==> config.mk <==
export PLATFORM = sky130hd
export DESIGN_NAME = fifo_to_sram_mc
export DESIGN_NICKNAME = d
export VERILOG_FILES = /design/src/rtl/fifo_to_sram_mc.sv
export SDC_FILE = /design/constraint.sdc
export NUM_CORES = 1
export LEC_CHECK = 0
export ABC_AREA = 1
export BUFFER_PORTS_ARGS = -buffer_cell sky130_fd_sc_hd__clkbuf_2
export CAP_MARGIN = 10
export CORE_MARGIN = 3
export CORE_UTILIZATION = 45
export DETAILED_ROUTE_END_ITERATION = 16
export PLACE_DENSITY = 0.75
export SLEW_MARGIN = 20
export SYNTH_ARGS = -nofsm -noshare
export SYNTH_HDL_FRONTEND = slang
export SYNTH_SLANG_ARGS = --single-unit
==> constraint.sdc <==
create_clock -name wb_clk -period 2.31 [get_ports wb_clk]
set_input_delay 0.1155 -clock wb_clk [delete_from_list [all_inputs] [get_ports wb_clk]]
set_output_delay 0.1155 -clock wb_clk [all_outputs]
set_load 0.02 [all_outputs]
==> src/rtl/fifo_to_sram_mc.sv <==
// Multi-channel drain engine: round-robin selection of threshold-ready sample FIFOs,
// burst transfer of samples into the SRAM writer with a per-channel wrapping word address.
module fifo_to_sram_mc #(
  parameter int DATA_WIDTH = 32,
  parameter int CNT_WIDTH  = 5,
  parameter int NUM_CH     = 4,
  parameter int CH_BITS    = 2,
  parameter int OFS_WIDTH  = 8
) (
  input  logic                            wb_clk,
  input  logic                            wb_rst_n,
  input  logic                            enable,
  input  logic [CNT_WIDTH-1:0]            terminal,
  input  logic [CNT_WIDTH-1:0]            burst_len,
  input  logic [NUM_CH-1:0]               empty,
  input  logic [NUM_CH*CNT_WIDTH-1:0]     number_samples,
  input  logic [NUM_CH*DATA_WIDTH-1:0]    fifo_data_in,
  input  logic                            grant,
  input  logic                            data_done,
  output logic [NUM_CH-1:0]               pop,
  output logic                            sram_start,
  output logic [DATA_WIDTH-1:0]           sram_data_out,
  output logic [CH_BITS+OFS_WIDTH-1:0]    sram_addr,
  output logic                            busy
);

  // state  | meaning
  // IDLE   | waiting for enable and an eligible channel
  // POP    | one-cycle pop of the selected FIFO
  // LOAD   | capture FIFO data and build {channel, offset}
  // REQ    | sram_start held until grant
  // XFER   | waiting for data_done, then next sample or back to IDLE
  typedef enum logic [2:0] {S_IDLE, S_POP, S_LOAD, S_REQ, S_XFER} state_t;

  state_t                 state, state_nxt;
  logic [CH_BITS-1:0]     ch, rr_ptr, sel_ch, idx;
  logic                   sel_found;
  logic [CNT_WIDTH-1:0]   cnt, burst_eff;
  logic [OFS_WIDTH-1:0]   offset [NUM_CH];
  logic [NUM_CH-1:0]      elig;
  logic                   ld_sel, ld_data, done_word, end_burst;

  assign burst_eff = (burst_len == '0) ? CNT_WIDTH'(1) : burst_len;

  always_comb begin
    elig = '0;
    for (int i = 0; i < NUM_CH; i++)
      elig[i] = !empty[i] && (number_samples[i*CNT_WIDTH +: CNT_WIDTH] >= terminal);
  end

  // Descending scan so the channel closest to the pointer wins.
  always_comb begin
    sel_found = 1'b0;
    sel_ch    = '0;
    idx       = '0;
    for (int k = NUM_CH-1; k >= 0; k--) begin
      idx = CH_BITS'((int'(rr_ptr) + k) % NUM_CH);
      if (elig[idx]) begin
        sel_found = 1'b1;
        sel_ch    = idx;
      end
    end
  end

  always_ff @(posedge wb_clk or negedge wb_rst_n) begin
    if (!wb_rst_n) state <= S_IDLE;
    else           state <= state_nxt;
  end

  always_comb begin
    state_nxt  = state;
    pop        = '0;
    sram_start = 1'b0;
    busy       = (state != S_IDLE);
    ld_sel     = 1'b0;
    ld_data    = 1'b0;
    done_word  = 1'b0;
    end_burst  = 1'b0;
    case (state)
      S_IDLE: begin
        if (enable && sel_found) begin
          ld_sel    = 1'b1;
          state_nxt = S_POP;
        end
      end
      S_POP: begin
        pop[ch]   = 1'b1;
        state_nxt = S_LOAD;
      end
      S_LOAD: begin
        ld_data   = 1'b1;
        state_nxt = S_REQ;
      end
      S_REQ: begin
        sram_start = 1'b1;
        if (grant) state_nxt = S_XFER;
      end
      S_XFER: begin
        if (data_done) begin
          done_word = 1'b1;
          if (cnt != CNT_WIDTH'(1) && !empty[ch]) begin
            state_nxt = S_POP;
          end else begin
            end_burst = 1'b1;
            state_nxt = S_IDLE;
          end
        end
      end
      default: state_nxt = S_IDLE;
    endcase
  end

  always_ff @(posedge wb_clk or negedge wb_rst_n) begin
    if (!wb_rst_n) begin
      ch            <= '0;
      rr_ptr        <= '0;
      cnt           <= '0;
      sram_data_out <= '0;
      sram_addr     <= '0;
      for (int i = 0; i < NUM_CH; i++) offset[i] <= '0;
    end else begin
      if (ld_sel) begin
        ch  <= sel_ch;
        cnt <= burst_eff;
      end
      if (ld_data) begin
        sram_data_out <= fifo_data_in[ch*DATA_WIDTH +: DATA_WIDTH];
        sram_addr     <= {ch, offset[ch]};
      end
      if (done_word) begin
        offset[ch] <= offset[ch] + 1'b1;
        cnt        <= cnt - 1'b1;
      end
      if (end_burst)
        rr_ptr <= (ch == CH_BITS'(NUM_CH-1)) ? '0 : ch + 1'b1;
    end
  end

endmodule

== Word level (Yosys, flattened, before mapping) ==
Cells that the tools add are included.

* Output and inout port bits: 48
* Bits in registers: 86
* ROM bits: 0
* Logic and storage cells: 102
* Memories: 0
* RAM bits: 0
* Latch bits: 0

* Bitwise operators: 1
* Multiplexer cells: 45
* $mul: 0
* Order comparisons: 12
* Shift-type cells: 1
* Equality and inequality tests: 9
* Reductions and logical operators: 18
* Divide/modulo/power cells: 0
* $add $sub $neg: 6

{| class="wikitable"
|+ Operators with widths
! operator !! count
|-
| $shiftx A128 B8 Y32 || 1
|-
| $bwmux W32 || 1
|-
| $mux W8 || 3
|-
| $ge A5 B5 Y1 || 4
|-
| $mux W1 || 20
|-
| $bmux W8 S2 || 1
|-
| $demux W8 S2 || 1
|-
| $lt A2 B3 Y1 const B || 5
|-
| $mux W5 || 3
|-
| $pmux W3 S5 || 1
|-
| $bmux W1 S2 || 5
|-
| $mux W2 || 5
|-
| $mux W3 || 3
|-
| $add A8 B1 Y8 const B || 1
|-
| $logic_and A1 B1 Y1 || 8
|-
| $eq A3 B2 Y1 const B || 2
|-
| $ne A2 B2 Y1 const B || 3
|-
| $logic_not A1 Y1 || 5
|-
| $logic_not A5 Y1 || 1
|-
| $ne A5 B1 Y1 const B || 1
|-
| $sub A5 B1 Y5 const B || 1
|-
| $add A2 B1 Y2 const B || 2
|-
| $add A2 B2 Y2 const B || 2
|-
| $mux W4 || 1
|-
| other kinds (12) || 12
|}

== Depth between registers and ports, before layout ==
Gate-level depths: netlist of run 1.

* Depth after elaboration: 13
* Depth in mapped cells: 16
* Depth with buffers taken out: 16

== Worst setup path after synthesis of run 1 ==
OpenSTA, ideal clock, no wires.

* Kind: register to register
* Start: register ch[0]
* End: register offset[12] (netlist bit)
* Clock period less this slack: 2.110 ns
* Slack: 0.200 ns
* Cell stages (with the launch flop): 13
* Path buffers: 5
* Data arrival time: 1.974 ns
* Path through: dfrtp_1 -> buf_6 -> inv_4 -> buf_4 -> buf_2 -> clkbuf_1 -> ha_1 -> inv_1 -> nor2_1 -> inv_1 -> clkbuf_1 -> nand2_1 -> o21ai_0

* Word-level cells in the longest chain between the ends: 6
* Elaborated cells on any way between the ends: 11

{| class="wikitable"
|+ RTL lines
! element !! RTL line !! RTL
|-
| start: declaration || 36 || <nowiki>logic [CH_BITS-1:0] ch, rr_ptr, sel_ch, idx;</nowiki>
|-
| start signal: assignment || 123 || <nowiki>ch <= sel_ch;</nowiki>
|-
| $not A2 Y3 (not written as such) * || 131 || <nowiki>offset[ch] <= offset[ch] + 1'b1;</nowiki>
|-
| $bmux W8 S2 (tied with other cells) || 131 ||
|-
| $mux W8 (not written as such) or $logic_and A1 B1 Y1 (tied branches) || 131 ||
|-
| $mux W8 (not written as such) || 131 ||
|-
| $add A8 B1 Y8 or $demux W8 S2 (tied branches) || 131 ||
|-
| $bwmux W32 * || 131 ||
|-
| end signal: indexed assignment || 131 ||
|-
| end: declaration || 39 || <nowiki>logic [OFS_WIDTH-1:0] offset [NUM_CH];</nowiki>
|}

Every way passes the cells marked *; elsewhere a longest branch is shown, timed or not. The select of a mux whose other input is x is not followed.
A chain may end at the register's enable or synchronous reset.

== Final worst setup path of run 1 ==
* Start: register ch[0]
* End: output port pop[3]

* Word-level cells in the longest chain between the ends: 5
* Elaborated cells on any way between the ends: 6

{| class="wikitable"
|+ RTL lines
! element !! RTL line !! RTL
|-
| $lt A2 B3 Y1 (not written as such) or $ge A2 B1 Y1 (tied branches) || 87 || <nowiki>pop[ch] = 1'b1;</nowiki>
|-
| $logic_and A1 B1 Y1 (not written as such) || 87 ||
|-
| $mux W1 (not written as such) || 87 ||
|-
| $demux W1 S2 * || 87 ||
|-
| $mux W4 * || 79 || <nowiki>case (state)</nowiki>
|-
| end: declaration || 20 || <nowiki>output logic [NUM_CH-1:0] pop,</nowiki>
|}

Every way passes the cells marked *; elsewhere a longest branch is shown, timed or not.

==> out/qor.txt, run 1 <==
HPWL after DPL - 12.4 mm
synth cell count leaders - nand2_1 (225), nor2_1 (115), o21ai_0 (111)
Critical R2R Launch - ch[0]$_DFFE_PN0P_
Max clock buf depth - 2
DRT iter0 DRCs - 272
Yosys reg bits - 86
row count - 39
Worst R2R Path Depth - 11
startpoint types - flop
num ports - 215
Synth Net Count - 976
Post-Synthesis Cells - 782
share of the synthesized area in the top cell type - 0.394
die area - 13,500 um2
Clk Tree Root Cell - clkbuf_16
vias in the first global route - 5,275
crit path from - ch[0]$_DFFE_PN0P_
CP Capture Point - pop[3]
DRC - 0
mapped cell area - 5460 um2
Worst VDD drop - 0.509 mV
Seq/Total Area, Yosys - 0.394
Slew Limit Fails - 0
status - completed
CTS H-Tree Depth - 3
proportion of layout cells with a drive suffix above 1 - 0.271
latest clock arrival within the worst-skew pair - 340 ps
flop-to-flop setup slack - 280 ps
post-synthesis cell type count - 33
crit path DAT - 2010 ps
initial antenna violation count - 0
Via-to-Cell Ratio - 5.12
Initial DRT Pass Iterations - 5
Synth Flop Type - dfrtp_1
area of the multi-input gates - 2890 um2
Tcrit/Tclk final - 0.920
Post-synth EDFFs - 0
post-CTS setup buffers - 0
largest net degree at the start of global routing - 44
CORE AREA - 11,600 um2
via count - 5,783
Final nets - 1,176
CP endpoint kind - primary output
Yosys top cell by area - dfrtp_1
YS warnings - 0
RSZ-0062 raised after global routing - no
Worst Tran Pin Value - 719 ps
GPL Wtd Cong - 0.882
setup TNS - 0 ps
# diodes - 0
Critical Path RT - 2190 ps
P per Cell Area - 1230 nW/um2
starting density of the core - 0.470
crit path max fanout - 40
Die W - 116 um
Tot GR Track Use - 0.239
synth-to-layout area growth - 27.4%
Leak - 0.00378 uW
first-pass GRT wire length - 25.4 mm
CTS sink count - 86
top-count cell post-synth - nand2_1
synth top area cells - dfrtp_1 (39%), nand2_1 (15%), o21ai_0 (10%)
final setup violation count - 0
Detailed Route WL - 16.2 mm
Max Cap Violations - 0
global route overflow - 0
Reg-to-Reg End - offset[30]$_DFFE_PN0P_
Worst slew margin - 0.520
CTS tree - done
clk_skew - 8.83 ps
Reg area - 2150 um2
fin crit period - 2130 ps
CP Class - flop to primary output
fin util - 0.599
worst min path class - primary input to flop
asr flop ratio synth - 1.00
DR WL/cell - 14.4 um
syn_area_per_cell - 6.98 um2
Die H - 116 um
final hold violation count - 0
CTS Buf Count - 9
post-route antenna net violation count - 0
Clock transition at path regs - 60 ps
Layout fillers - 1,119
IO buf count - 214
Highest Clock Rate - 470 MHz
metrics by stage:
step | std cells | total power [uW] | cell area, um2 | setup WS [ps] | hold WS, ps
6_report | 1130 | 8550 | 6950 | 185 | 76.2
5_1_grt | 1130 | 9270 | 6950 | 83.2 | 77.3
4_1_cts | 1130 | 8580 | 6950 | 193 | 70.4
3_5_place_dp | 1113 | 7120 | 6640 | 282 | 73.5
3_3_place_gp | 1113 | 7050 | 6640 | 336 | 74.4
2_1_floorplan | 782 | 5700 | 5460 | 200 | -180
timing repair:
item | CTS | global route
hold endpoints to repair | 28 | 0
resized for setup | 0 | 0
hold buffers | 1 | 0
cells by family after synthesis:
| logic type | Yosys count | share of synthesized area |
|---|---|---|
| compound gates | 170 | 0.166 |
| simple gates | 392 | 0.289 |
| flops | 86 | 0.394 |
| buf+inv | 101 | 0.0768 |
| fa+ha+maj | 27 | 0.0619 |
| xor+xnor | 6 | 0.0124 |
flip-flops by register name, indices dropped and copies added (netlist names):
signal / cells
cnt: 5
sram_data_out: 32
ch: 2
state: 3
offset: 32
sram_addr: 10
rr_ptr: 2
layer usage:
layer  track usage  part of all wire  up-vias  wire [um]
met5             0                 0        -          0
met4        0.0812             0.021        0        339
met3        0.0503             0.073       27       1190
met2         0.412              0.50      210       8070
met1         0.299              0.41     2610       6620
li1              -                 -     2936          -
worst min-delay path by stage:
stage / start / to / slack [ps] / depth (start not counted)
floorplan: wb_rst_n / ch[0]$_DFFE_PN0P_ / -180 / 0
global placement: wb_rst_n / sram_data_out[14]$_DFFE_PN0P_ / 70 / 1
detailed placement: wb_rst_n / sram_data_out[14]$_DFFE_PN0P_ / 70 / 1
CTS: fifo_data_in[63] / sram_data_out[31]$_DFFE_PN0P_ / 70 / 3
global route: fifo_data_in[63] / sram_data_out[31]$_DFFE_PN0P_ / 80 / 3
finish: grant / state[0]$_DFFE_PN0P_ / 80 / 4
power by group:
group	switching [uW]	internal, uW	total [uW]	leakage (uW)
logic	2980	1520	4490	0.00256
registers	462	2150	2620	0.00108
clock network	603	841	1440	0.000146
final cells by class:
class | count | share of cell area
clock buffers | 9 | 0.0324
clock inverters | 7 | 0.0106
inverters | 59 | 0.0322
multi-input cells | 595 | 0.416
flip-flops and latches | 86 | 0.310
well taps | 143 | 0.0257
repair buffers | 231 | 0.173
placed cells by master, fill, tap and decap left out, types with 3 or more instances in the layout:
cell type / instances
inv_1: 55
a31oi_1: 10
buf_4: 17
nand2_2: 4
nand2_1: 225
clkbuf_2: 213
clkbuf_16: 9
o21ai_0: 111
ha_1: 27
dfrtp_1: 85
nor2_2: 5
nand3_1: 35
inv_2: 3
nor2_1: 115
a21oi_1: 14
o21ai_1: 9
xor2_1: 3
o22ai_1: 23
critical path, cell delays in order (launching register included):
cell	delay [ps]
dfrtp_2	570
buf_4	430
ha_1	240
inv_1	70
nor2_1	160
clkbuf_2	200
No activity file was read; power rests on OpenSTA's default activity.
==> run 2, diff against run 1 <==
- clock period: 2.31 -> 2.2 ns (I/O delays scaled with it)
==> run 2 against run 1 <==
  * Total power rose by 4.1%
  * Sequential cell count did not move
  * Register-to-register slack got worse by 90 ps
  * Sequential power rose by 5%
  * Via count fell by 1.4%
  * Global-route usage rose by 0.19 points
  * First-iteration DRC count fell by 15%
  * Critical endpoint is now pop[1]
  * Highest routed layer unchanged
==> out/qor.txt, run 2 (synthesis results as in run 1) <==
status - completed
DRT iter0 DRCs - 232 (-15%)
Max clock buf depth - 2 (unchanged)
Tcrit/Tclk final - 0.928
Die H - 116 um (unchanged)
die area - 13,500 um2 (unchanged)
first-pass GRT wire length - 25.5 mm (+0.41%)
Via-to-Cell Ratio - 5.04 (-1.6%)
num ports - 215 (unchanged)
starting density of the core - 0.470 (unchanged)
Finished Cell Area - 6960 um2 (+0.14%)
max layer used - met4
largest registers - offset: 32 flops, sram_data_out: 32 flops, sram_addr: 10 flops
CORE AREA - 11,600 um2 (unchanged)
# diodes - 0 (unchanged)
Detailed Route WL - 16.2 mm (-0.11%)
Initial DRT Pass Iterations - 4 (-1)
crit path max fanout - 34 (-15%)
clk_skew - 7.48 ps (-1.35 ps)
area of the multi-input gates - 2890 um2 (unchanged)
post-route antenna net violation count - 0 (unchanged)
via count - 5,701 (-1.4%)
CP Class - flop to primary output
vias in the first global route - 5,185 (-1.7%)
Worst VDD drop - 0.555 mV (+9.2%)
CTS Buf Count - 9 (unchanged)
Final nets - 1,178 (+0.17%)
IO buf count - 214 (unchanged)
Leak - 0.00378 uW (about the same)
row count - 39 (unchanged)
most frequent cells in the layout - nand2_1 (225), clkbuf_2 (213), nor2_1 (115)
Max stage delay on crit path - 580 ps (about the same)
placed inst area - 6670 um2 (+0.41%)
Die W - 116 um (unchanged)
metal2 WL - 8.02 mm (-0.66%)
latest clock arrival within the worst-skew pair - 340 ps (about the same)
final hold violation count - 0 (unchanged)
global route overflow - 0 (unchanged)
Worst Tran Pin Value - 569 ps (-150 ps)
startpoint types - flop
Clock transition at path regs - 60 ps (about the same)
CTS sink count - 86 (unchanged)
HPWL after DPL - 12.6 mm (+1.9%)
largest net degree at the start of global routing - 43 (-2.3%)
CTS H-Tree Depth - 3 (unchanged)
initial antenna violation count - 0 (unchanged)
Critical Path RT - 2090 ps (-100 ps)
P per Cell Area - 1280 nW/um2 (+4.0%)
final setup violation count - 0 (unchanged)
M1 wire length - 6.84 mm (+3.2%)
Highest Clock Rate - 490 MHz
Max Cap Violations - 0 (unchanged)
DR WL/cell - 14.3 um (-0.29%)
fin crit period - 2040 ps
setup TNS - 0 ps (unchanged)
Clk Tree Root Cell - clkbuf_16
proportion of layout cells with a drive suffix above 1 - 0.271 (+0.000464)
crit path DAT - 1930 ps (-80 ps)
post-CTS setup buffers - 0 (unchanged)
DRC - 0 (unchanged)
Reg area - 2160 um2 (+0.12%)
WL met3 - 1.02 mm (-14%)
most common cell after layout, fill and taps aside - nand2_1
CTS tree - done
Worst slew margin - 0.620 (+0.101)
RSZ-0062 raised after global routing - no
worst min path class - primary input to flop
CP endpoint kind - primary output
GPL Wtd Cong - 0.889 (+0.88%)
worst path cell trace - buf_4 > ha_1 > inv_1 > nor2_1 > clkbuf_2
Max stage delay cell, worst path - dfrtp_4
Layout fillers - 1,165 (+4.1%)
Slew Limit Fails - 0 (unchanged)
Tot GR Track Use - 0.241 (+0.00189)
synth-to-layout area growth - 27.6%
==> run 2: final timing paths <==
kind                                                     from                       endpoint  slack [ps]  depth (start not counted)
min in group asynchronous                            wb_rst_n  sram_data_out[29]$_DFFE_PN0P_         320                          2
worst min register to register  sram_data_out[17]$_DFFE_PN0P_  sram_data_out[17]$_DFFE_PN0P_         480                          2
max in group asynchronous                            wb_rst_n         offset[10]$_DFFE_PN0P_        1290                          3
worst max register to register              ch[0]$_DFFE_PN0P_         offset[22]$_DFFE_PN0P_         190                         11
worst max-delay path                        ch[0]$_DFFE_PN0P_                         pop[1]         160                          5
worst min-delay path                         fifo_data_in[33]   sram_data_out[1]$_DFFE_PN0P_          60                          3
==> run 2: routing by layer <==
layer,vias up,track usage
met5,-,0
met2,188,0.406
met3,25,0.0456
met1,2548,0.312
met4,0,0.0851
li1,2940,-
==> run 2: where the power goes <==
group,internal [uW],switching (uW),total [uW]
clock network,766,632,1400
registers,2270,495,2760
logic,1630,3110,4750
==> run 2: critical path, delay by kind of cell (launching register included) <==
family                   cells  cell delay [ps]
adder cells (fa/ha/maj)      1              210
buffers and inverters        3              640
flip-flops                   1              580
AND/OR/NAND/NOR              1              150
==> run 2: stage by stage <==
step / utilization / instances / hold WS, ps / setup WS (ps) / power [uW]
final: 0.599 / 1132 / 61.9 / 159 / 8900
after global routing: 0.599 / 1132 / 84.4 / 27.8 / 9670
after CTS: 0.599 / 1132 / 56.1 / 78.4 / 8940
after detailed placement: 0.574 / 1115 / 140 / 186 / 7520
after global placement: 0.574 / 1115 / 139 / 259 / 7460
after floorplan: - / 782 / -186 / 90.3 / 5990
==> run 2: cell type report <==
type,count,area share
Multi-Input combinational cell,595,0.416
Clock buffer,9,0.0324
Timing Repair Buffer,233,0.177
Inverter,59,0.0325
Sequential cell,86,0.310
Clock inverter,7,0.00737
Tap cell,143,0.0257
==> run 2: timing repair <==
item	in CTS	in global routing
resized for setup	0	2
hold buffers	1	0
setup endpoints to repair	0	4
hold endpoints to repair	40	0
